--- src/rtl/booth_mul_16.sv ---
// booth_mul_16: multi-cycle signed 16x16 -> 32-bit radix-2 Booth multiplier.
// Each iteration feeds the accumulator and +/-multiplicand through a single
// csa_16 carry-select adder. Bit 16 of the accumulator is computed alongside it.
//
// Ports:
//   clk      rising-edge clock
//   rst_n    synchronous active-low reset
//   start    operation request, sampled only while not busy
//   a        multiplicand, signed two's complement
//   b        multiplier, signed two's complement
//   busy     high while iterating
//   done     one-cycle pulse, product valid
//   product  signed a*b, held until the next accepted start
//
// csa_16: 16-bit carry-select adder. The low byte ripples. The high byte is
// precomputed for both carry-in values and then selected.
//   a_i, b_i  addends; c_i carry in; sum_o sum; c_o carry out

module csa_16 (
    input  logic [15:0] a_i,
    input  logic [15:0] b_i,
    input  logic        c_i,
    output logic [15:0] sum_o,
    output logic        c_o
);
    logic [8:0] lo_s;
    logic [8:0] hi0_s;
    logic [8:0] hi1_s;

    // Both high-half candidates plus the low half.
    always_comb begin
        lo_s  = {1'b0, a_i[7:0]} + {1'b0, b_i[7:0]} + {8'd0, c_i};
        hi0_s = {1'b0, a_i[15:8]} + {1'b0, b_i[15:8]};
        hi1_s = {1'b0, a_i[15:8]} + {1'b0, b_i[15:8]} + 9'd1;
    end

    // Select the high half by the low-half carry.
    always_comb begin
        if (lo_s[8]) begin
            sum_o = {hi1_s[7:0], lo_s[7:0]};
            c_o   = hi1_s[8];
        end else begin
            sum_o = {hi0_s[7:0], lo_s[7:0]};
            c_o   = hi0_s[8];
        end
    end
endmodule

module booth_mul_16 #(
    parameter int WIDTH = 16,
    parameter int CNT_W = 5
) (
    input  logic                 clk,
    input  logic                 rst_n,
    input  logic                 start,
    input  logic [WIDTH-1:0]     a,
    input  logic [WIDTH-1:0]     b,
    output logic                 busy,
    output logic                 done,
    output logic [2*WIDTH-1:0]   product
);
    typedef enum logic [1:0] {
        ST_IDLE = 2'd0,
        ST_RUN  = 2'd1,
        ST_DONE = 2'd2
    } state_t;

    state_t             state_q, state_d;
    logic [WIDTH-1:0]   m_q, m_d;
    logic [WIDTH-1:0]   q_q, q_d;
    logic               qm1_q, qm1_d;
    logic [WIDTH:0]     acc_q, acc_d;
    logic [CNT_W-1:0]   cnt_q, cnt_d;
    logic [2*WIDTH-1:0] product_q, product_d;
    logic               busy_q, done_q;

    logic               add_s, sub_s;
    logic [WIDTH-1:0]   csa_b_s, csa_sum_s;
    logic               csa_cout_s;
    logic               mx16_s;
    logic [WIDTH:0]     acc_op_s;
    logic [WIDTH:0]     acc_sh_s;
    logic [WIDTH-1:0]   q_sh_s;

    // Booth recoding of {Q[0], q_m1}; subtract uses ~M with carry-in 1.
    always_comb begin
        add_s   = ~q_q[0] & qm1_q;
        sub_s   = q_q[0] & ~qm1_q;
        csa_b_s = sub_s ? ~m_q : m_q;
        mx16_s  = sub_s ? ~m_q[WIDTH-1] : m_q[WIDTH-1];
    end

    csa_16 u_csa (
        .a_i   (acc_q[WIDTH-1:0]),
        .b_i   (csa_b_s),
        .c_i   (sub_s),
        .sum_o (csa_sum_s),
        .c_o   (csa_cout_s)
    );

    // 17-bit add result (bit 16 from sign bits and csa carry), then arithmetic shift.
    always_comb begin
        if (add_s | sub_s) begin
            acc_op_s = {acc_q[WIDTH] ^ mx16_s ^ csa_cout_s, csa_sum_s};
        end else begin
            acc_op_s = acc_q;
        end
        acc_sh_s = {acc_op_s[WIDTH], acc_op_s[WIDTH:1]};
        q_sh_s   = {acc_op_s[0], q_q[WIDTH-1:1]};
    end

    // Next-state and datapath update.
    always_comb begin
        state_d   = state_q;
        m_d       = m_q;
        q_d       = q_q;
        qm1_d     = qm1_q;
        acc_d     = acc_q;
        cnt_d     = cnt_q;
        product_d = product_q;
        case (state_q)
            ST_IDLE, ST_DONE: begin
                if (start) begin
                    state_d = ST_RUN;
                    m_d     = a;
                    q_d     = b;
                    qm1_d   = 1'b0;
                    acc_d   = '0;
                    cnt_d   = '0;
                end else begin
                    state_d = ST_IDLE;
                end
            end
            ST_RUN: begin
                acc_d = acc_sh_s;
                q_d   = q_sh_s;
                qm1_d = q_q[0];
                if (cnt_q == CNT_W'(WIDTH - 1)) begin
                    state_d   = ST_DONE;
                    product_d = {acc_sh_s[WIDTH-1:0], q_sh_s};
                end else begin
                    cnt_d = cnt_q + CNT_W'(1);
                end
            end
            default: begin
                state_d = ST_IDLE;
            end
        endcase
    end

    // State and datapath registers; busy/done registered from next state.
    always_ff @(posedge clk) begin
        if (!rst_n) begin
            state_q   <= ST_IDLE;
            m_q       <= '0;
            q_q       <= '0;
            qm1_q     <= 1'b0;
            acc_q     <= '0;
            cnt_q     <= '0;
            product_q <= '0;
            busy_q    <= 1'b0;
            done_q    <= 1'b0;
        end else begin
            state_q   <= state_d;
            m_q       <= m_d;
            q_q       <= q_d;
            qm1_q     <= qm1_d;
            acc_q     <= acc_d;
            cnt_q     <= cnt_d;
            product_q <= product_d;
            busy_q    <= (state_d == ST_RUN);
            done_q    <= (state_d == ST_DONE);
        end
    end

    assign busy    = busy_q;
    assign done    = done_q;
    assign product = product_q;
endmodule

--- config.mk ---
export PLATFORM = sky130hd
export DESIGN_NAME = booth_mul_16
export DESIGN_NICKNAME = d
export VERILOG_FILES = /design/src/rtl/booth_mul_16.sv
export SDC_FILE = /design/constraint.sdc
export NUM_CORES = 1
export LEC_CHECK = 0
export ABC_CLOCK_PERIOD_IN_PS = 8400
export CAP_MARGIN = 20
export CORE_UTILIZATION = 54
export CTS_CLUSTER_DIAMETER = 40
export DETAILED_ROUTE_END_ITERATION = 10
export DONT_BUFFER_PORTS = 1
export PLACE_DENSITY = 0.72
export SYNTH_ARGS = -nofsm -noshare
export SYNTH_HDL_FRONTEND = slang
export SYNTH_SLANG_ARGS = --single-unit
export TNS_END_PERCENT = 30
--- constraint.sdc ---
create_clock -name clk -period 8.4 [get_ports clk]
set_clock_uncertainty 0.05 [all_clocks]
set_input_delay 1.68 -clock clk [delete_from_list [all_inputs] [get_ports clk]]
set_output_delay 1.68 -clock clk [all_outputs]
set_load 0.01 [all_outputs]
# [Word level (Yosys, flattened, before mapping)]
# Index checks and enable logic that the tools add are counted.
# Widths: inputs -> output; s select.
[op_classes] addsub=5 reduce_logical=7 n_mux=17 bitwise_logic=9 eq_ne=7
[op_table] operator="$mux 16" count=3
[op_table] operator="$mux 17" count=2
[op_table] operator="$pmux 17 s2" count=1
[op_table] operator="$pmux 16 s2" count=1
[op_table] operator="$add 8x8->9" count=2
[op_table] operator="$not 16->16" count=1
[op_table] operator="$mux 5" count=2
[op_table] operator="$pmux 5 s2" count=1
[op_table] operator="$add 9x1->9" count=1
[op_table] operator="$add 9x1->9 const B" count=1
[op_table] operator="$reduce_and 2->1" count=3
[op_table] operator="$add 5x1->5 const B" count=1
[op_table] operator="$eq 5x4->1 const B" count=1
[op_table] operator="$eq 2x1->1 const B" count=2
[op_table] operator="$eq 2x2->1 const B" count=2
[op_table] operator="$mux 1" count=4
[op_table] operator="$ne 2x2->1 const B" count=2
[op_table] operator="$pmux 2 s2" count=1
[op_table] operator="$not 1->1" count=3
[op_table] operator="$reduce_and 3->1" count=1
[op_table] operator="$and 1x1->1" count=2
[op_table] operator="$logic_not 2->1" count=1
[op_table] operator="$mux 2" count=1
[op_table] operator="$pmux 1 s2" count=1
[op_table] operator="4 further kinds" count=5
[totals] elab_cells=54 inputBits=35 output_inout_bits=34 register_bits=91

# [Depth between registers and ports, before layout]
[depth] ltp_word=9 mapped_depth=15 ltp_nobuf=13

# [Hierarchy]
# Synthesis repeated with hierarchy kept, for this count alone.
[hier_totals] cells_unflattened=536 area_unflattened_um2=4491.8
[by_module_without_submodules] module="booth_mul_16" area_per_inst_um2=3697.3 seq_area_each_um2=1801.7 instances=1 cells_per_inst=435
[by_module_without_submodules] module="csa_16" area_per_inst_um2=794.5 seq_area_each_um2=0.0 instances=1 cells_per_inst=101

# [Least setup slack after synthesis]
# OpenSTA, ideal clock, no wires.
[synth_timing] path_type="flip-flop to flip-flop" from="reg q_q[0]" to="reg product_q[31], in the netlist product[31]" path_slack_ns=5.051 path_stages_with_launch=15 n_path_buf=2 arrival_time_ns=3.168 period_less_slack_ns=3.349 setup_ns=0.131 required_time_ns=8.219 cell_sequence="dfxtp_1 > ha_1 > buf_2 > buf_1 > xor2_1 > ha_1 > inv_1 > fa_1 > nand2b_1 > a21oi_1 > xor2_1 > nor4bb_2 > nand4_1 > xnor2_1 > a211oi_1"
[synth_via] elab_chain_len=7 elab_cells_between_ends=14 cone_classes="add/sub (4); mux (4); bitwise (6)"
[synth_lines] element="start: declaration" line_no="70" source="logic [WIDTH-1:0] q_q, q_d;"
[synth_lines] element="start signal: assignment" line_no="166" source="q_q <= q_d;"
[synth_lines] element="$and 1x1->1" line_no="88" source="sub_s = q_q[0] & ~qm1_q;"
[synth_lines] element="$mux 16" line_no="89" source="csa_b_s = sub_s ? ~m_q : m_q;"
[synth_lines] element="$add 8x8->9 (on tied branches)" line_no="33, 34, 32"
[synth_lines] element="$add 9x1->9 (on tied branches)" line_no="34, 32"
[synth_lines] element="$mux 1" line_no="39" source="if (lo_s[8]) begin"
[synth_lines] element="$xor 1x1->1" line_no="104" source="acc_op_s = {acc_q[WIDTH] ^ mx16_s ^ csa_cout_s, csa_sum_s};"
[synth_lines] element="$mux 17 (*)" line_no="103" source="if (add_s | sub_s) begin"
[synth_lines] element="end signal: assignment" line_no="170" source="product_q <= product_d;"
[synth_lines] element="end: declaration" line_no="74" source="logic [2*WIDTH-1:0] product_q, product_d;"
# Mark *: on every way between the ends. The rest lies on a longest branch, timed or not.
# A chain may end at the register's enable or synchronous reset.

# [Worst setup path in the final report]
[layout_timing] from="reg q_q[0]" to="reg acc_q[11]"
[layout_via] elab_chain_len=7 elab_cells_between_ends=12 cone_classes="add/sub (4); mux (4); bitwise (4)"
[layout_lines] element="$and 1x1->1" line_no="88"
[layout_lines] element="$mux 16" line_no="89"
[layout_lines] element="$add 8x8->9 (on tied branches)" line_no="33, 34, 32"
[layout_lines] element="$add 9x1->9 (on tied branches)" line_no="34, 32"
[layout_lines] element="$mux 16" line_no="39"
[layout_lines] element="$mux 17 (*)" line_no="103"
[layout_lines] element="$pmux 17 s2 (*)" line_no="121" source="case (state_q)"
[layout_lines] element="end signal: assignment" line_no="158" source="acc_q <= '0;"
[layout_lines] element="end signal: assignment" line_no="168" source="acc_q <= acc_d;"
[layout_lines] element="end: declaration" line_no="72" source="logic [WIDTH:0] acc_q, acc_d;"
# Marks and branches as above.

==> summary.md <==
| Metric | Value |
|---|---|
| Final GP Congestion | 0.873 |
| Crit-path cells | ha_1, xor2_1, ha_1, inv_1, fa_1, nand2b_1, a21oi_1, xor2_1, nor4bb_2, o21ai_0, a32oi_1, nor2b_1 |
| Seq/Total Area, Yosys | 39.4% |
| Syn_nets | 608 |
| RSZ-0062 raised after global routing | no |
| Core box area | 8220 µm² |
| Hold WC Path Type | reg2reg |
| Clock Sinks | 90 |
| Area grow syn2layout | 5.74% |
| CP peak stage delay | 0.71 ns |
| Die Area | 8840 µm² |
| Synth Instances | 551 |
| Setup Buffers After CTS | 0 |
| Largest net degree at the start of global routing | 94 |
| Inst Count DP | 625 |
| Drt first pass iters | 4 |
| Setup crit end kind | flop |
| Area leader, netlist | dfxtp_1 |
| Most used routing layer | met2 |
| Die X-Extent | 94.0 µm |
| EDFF count, synth | 0 |
| Max-Cap Viols | 0 |
| Sw Pwr | 0.257 mW |
| Element type at the critical path start | flop |
| Critical path arrival | 3.86 ns |
| Fillers | 773 |
| Cell Count, Final, Fillers Out | 641 |
| Static leakage | 2.06 nW |
| PortBufs | 0 |
| Max Clk Rate | 273 MHz |
| Worst setup path category | reg2reg |
| Sw frac | 27.7% |
| Die H | 94.0 µm |
| Sequential share of power | 49.1% |
| Slew headroom | 30.9% |
| Post-Synthesis Cell Area | 4570 µm² |
| Worst Slack Setup Final | 4.74 ns |
| Total gr overflow | 0 |
| Worst-Skew Late Latency | 0.36 ns |
| Resized Gates After CTS | 0 |
| Met3 usage | 4.61% |
| Initial antenna violation count | 0 |
| Synthesis-stage register bit count | 90 |
| Proportion of layout cells with a drive suffix above 1 | 5.41% |
| Slowest stage cell, crit path | ha_1 |
| Top cell type's share of synthesized area | 39.4% |
| Combinational share of power | 15.0% |
| Status | finished, final reports clean |
| R2r setup slk | 4.74 ns |
| WL per Instance | 15.3 µm |
| Critical Path Fanout Max | 16 |
| Final hold viol count | 0 |
| Std cell rows | 33 |
| Final Total Pwr | 0.927 mW |
| Total CTS buffers | 9 |
| Mean Syn Cell Area | 8.30 µm² |
| Fin util | 58.9% |
| Diodes inserted | 0 |
| Top Ports | 69 |
| WP data required | 8.60 ns |
| Clock share of power | 35.9% |
| Peak supply drop | 0.105 mV |
| Max clock buf depth | 2 |
| Pre-CTS WS | 4.73 ns |
| H-tree levels | 3 |
| TNS Setup | 0 ns |
| Int Pwr | 0.670 mW |
| Slew @ Worst Pin | 1.03 ns |
| Total GRT Usage | 24.1% |
| Master cell of the clock root buffer | clkbuf_8 |
| PwrDens | 192 nW/µm² |
| Initial DRC count | 191 |
| Final setup vio count | 0 |
| Final worst path period need | 3.66 ns |
| Synth cell types | 52 |
| Vias per cell | 5.71 |
| Nets | 588 |
| Synth top area cells | dfxtp_1 39%, nand2_1 11%, ha_1 5.5% |
| Main synth FF type | dfxtp_1 |
| Cts hold-fix bufs | 0 |
| Worst-path clk slew | 0.09 ns |
| GR Util met2 | 38.6% |
| First-pass GRT wire length | 16,600 µm |
| Final critical-path share of the clock period | 43.6% |
| Final Max Tran Viols | 0 |
| CTS tree | built |
| Final WL | 9790 µm |
| Via Count | 3,662 |
| Synth Warn # | 0 |
| Starting Density | 55.7% |
| ANT nets after route | 0 |
| Number of global-route vias before repair | 3,484 |
| Synth async-reset ratio | 0% |
| Dpl hpwl | 6760 µm |
| Residual DRC | 0 |
| Met1 usage | 31.0% |
[metrics by stage]
step / hold slack [ns] / instance area (µm²)
floorplan: 0.404 / 4570
global placement: 0.421 / 4610
detailed placement: 0.424 / 4610
CTS: 0.439 / 4840
global route: 0.456 / 4840
finish: 0.434 / 4840
[critical path, delay by kind of cell (launching register included)]
| family | cells | cell delay [ns] |
|---|---|---|
| buffers and inverters | 1 | 0.06 |
| AOI/OAI and AO/OA | 3 | 0.66 |
| adders and majority gates | 3 | 1.30 |
| xor gates and xnor gates | 2 | 0.45 |
| and+or+nand+nor | 3 | 0.67 |
| DFF | 1 | 0.36 |
[per-layer routing]
| metal | routed length, µm | up-vias | share of wire (%) |
|---|---|---|---|
| met5 | 0 | - | 0 |
| met4 | 224 | 0 | 2.3 |
| met2 | 4650 | 73 | 47 |
| li1 | - | 1845 | - |
| met1 | 4480 | 1726 | 46 |
| met3 | 440 | 18 | 4.5 |
[area by class of cell]
cell class | count | area, µm² | area share (%)
Tap cell | 105 | 131 | 2.72
Multi-Input combinational cell | 414 | 2600 | 53.7
Inverter | 10 | 37.5 | 0.776
Sequential cell | 90 | 1800 | 37.2
Clock buffer | 10 | 128 | 2.64
Clock inverter | 6 | 96.3 | 1.99
Timing Repair Buffer | 6 | 45.0 | 0.931
[placed cells by master, fill, tap and decap left out, drive strengths merged, types with 3 or more instances in the layout]
cell / synthesis / routed
nand3: 27 / 27
nor2: 24 / 24
o31ai: 4 / 4
inv: 9 / 12
xor2: 23 / 23
or3: 3 / 3
a22oi: 4 / 4
clkbuf: 33 / 10
nor2b: 15 / 15
buf: 4 / 6
nand2: 128 / 128
a211oi: 4 / 4
dfxtp: 90 / 90
o211a: 19 / 19
mux2i: 4 / 4
o211ai: 3 / 3
a21boi: 33 / 33
nand4: 4 / 4
a21oi: 11 / 11
and2: 9 / 9
xnor2: 13 / 13
nor3: 4 / 4
nand2b: 8 / 8
o22ai: 3 / 3
ha: 20 / 20
a32o: 3 / 3
o21ai: 24 / 24
[flip-flops by register name, summed over array words and instances, names as in the netlist]
register	cells
m_q	16
qm1_q	1
busy	1
cnt_q	5
state_q	2
done	1
acc_q	16
product	32
q_q	16
[path summary, 6_finish.rpt]
| kind | start | endpoint | cells past startpoint |
|---|---|---|---|
| worst max-delay path | q_q[0]$_SDFFE_PN0P_ | acc_q[11]$_SDFFE_PN0P_ | 12 |
| worst max register to register | q_q[0]$_SDFFE_PN0P_ | acc_q[11]$_SDFFE_PN0P_ | 12 |
| worst min-delay path | m_q[8]$_SDFFE_PN0P_ | m_q[8]$_SDFFE_PN0P_ | 2 |
| worst min register to register | m_q[8]$_SDFFE_PN0P_ | m_q[8]$_SDFFE_PN0P_ | 2 |
[cells in the mapped netlist, types with 13 or more instances]
cell	instances
nand2_1	128
dfxtp_1	90
a21boi_0	33
clkbuf_1	33
nand3_1	27
nor2_1	24
xor2_1	23
o21ai_0	21
ha_1	20
o211a_1	19
nor2b_1	15
xnor2_1	13
[cells by family (layout without fill, tap and decap cells)]
group                    after synthesis  in the layout  share of synthesized area [%]
buffers and inverters                 47             32                           3.88
AND/OR/NAND/NOR                      230            230                           22.8
multiplexers                           5              5                           1.12
adder cells (fa/ha/maj)               22             22                           6.35
AO/OA/AOI/OAI                        121            121                           19.6
XOR/XNOR                              36             36                           6.89
flip-flops                            90             90                           39.4
[power by group through the flow]
stage	clock, mW	combinational [mW]	sequential (mW)
finish	0.333	0.139	0.455
detailed placement	0	0.138	0.465
global placement	0	0.133	0.465
floorplan	0	0.117	0.461
CTS	0.339	0.139	0.455
global route	0.355	0.156	0.458
Power figures use the tool's default switching activity.
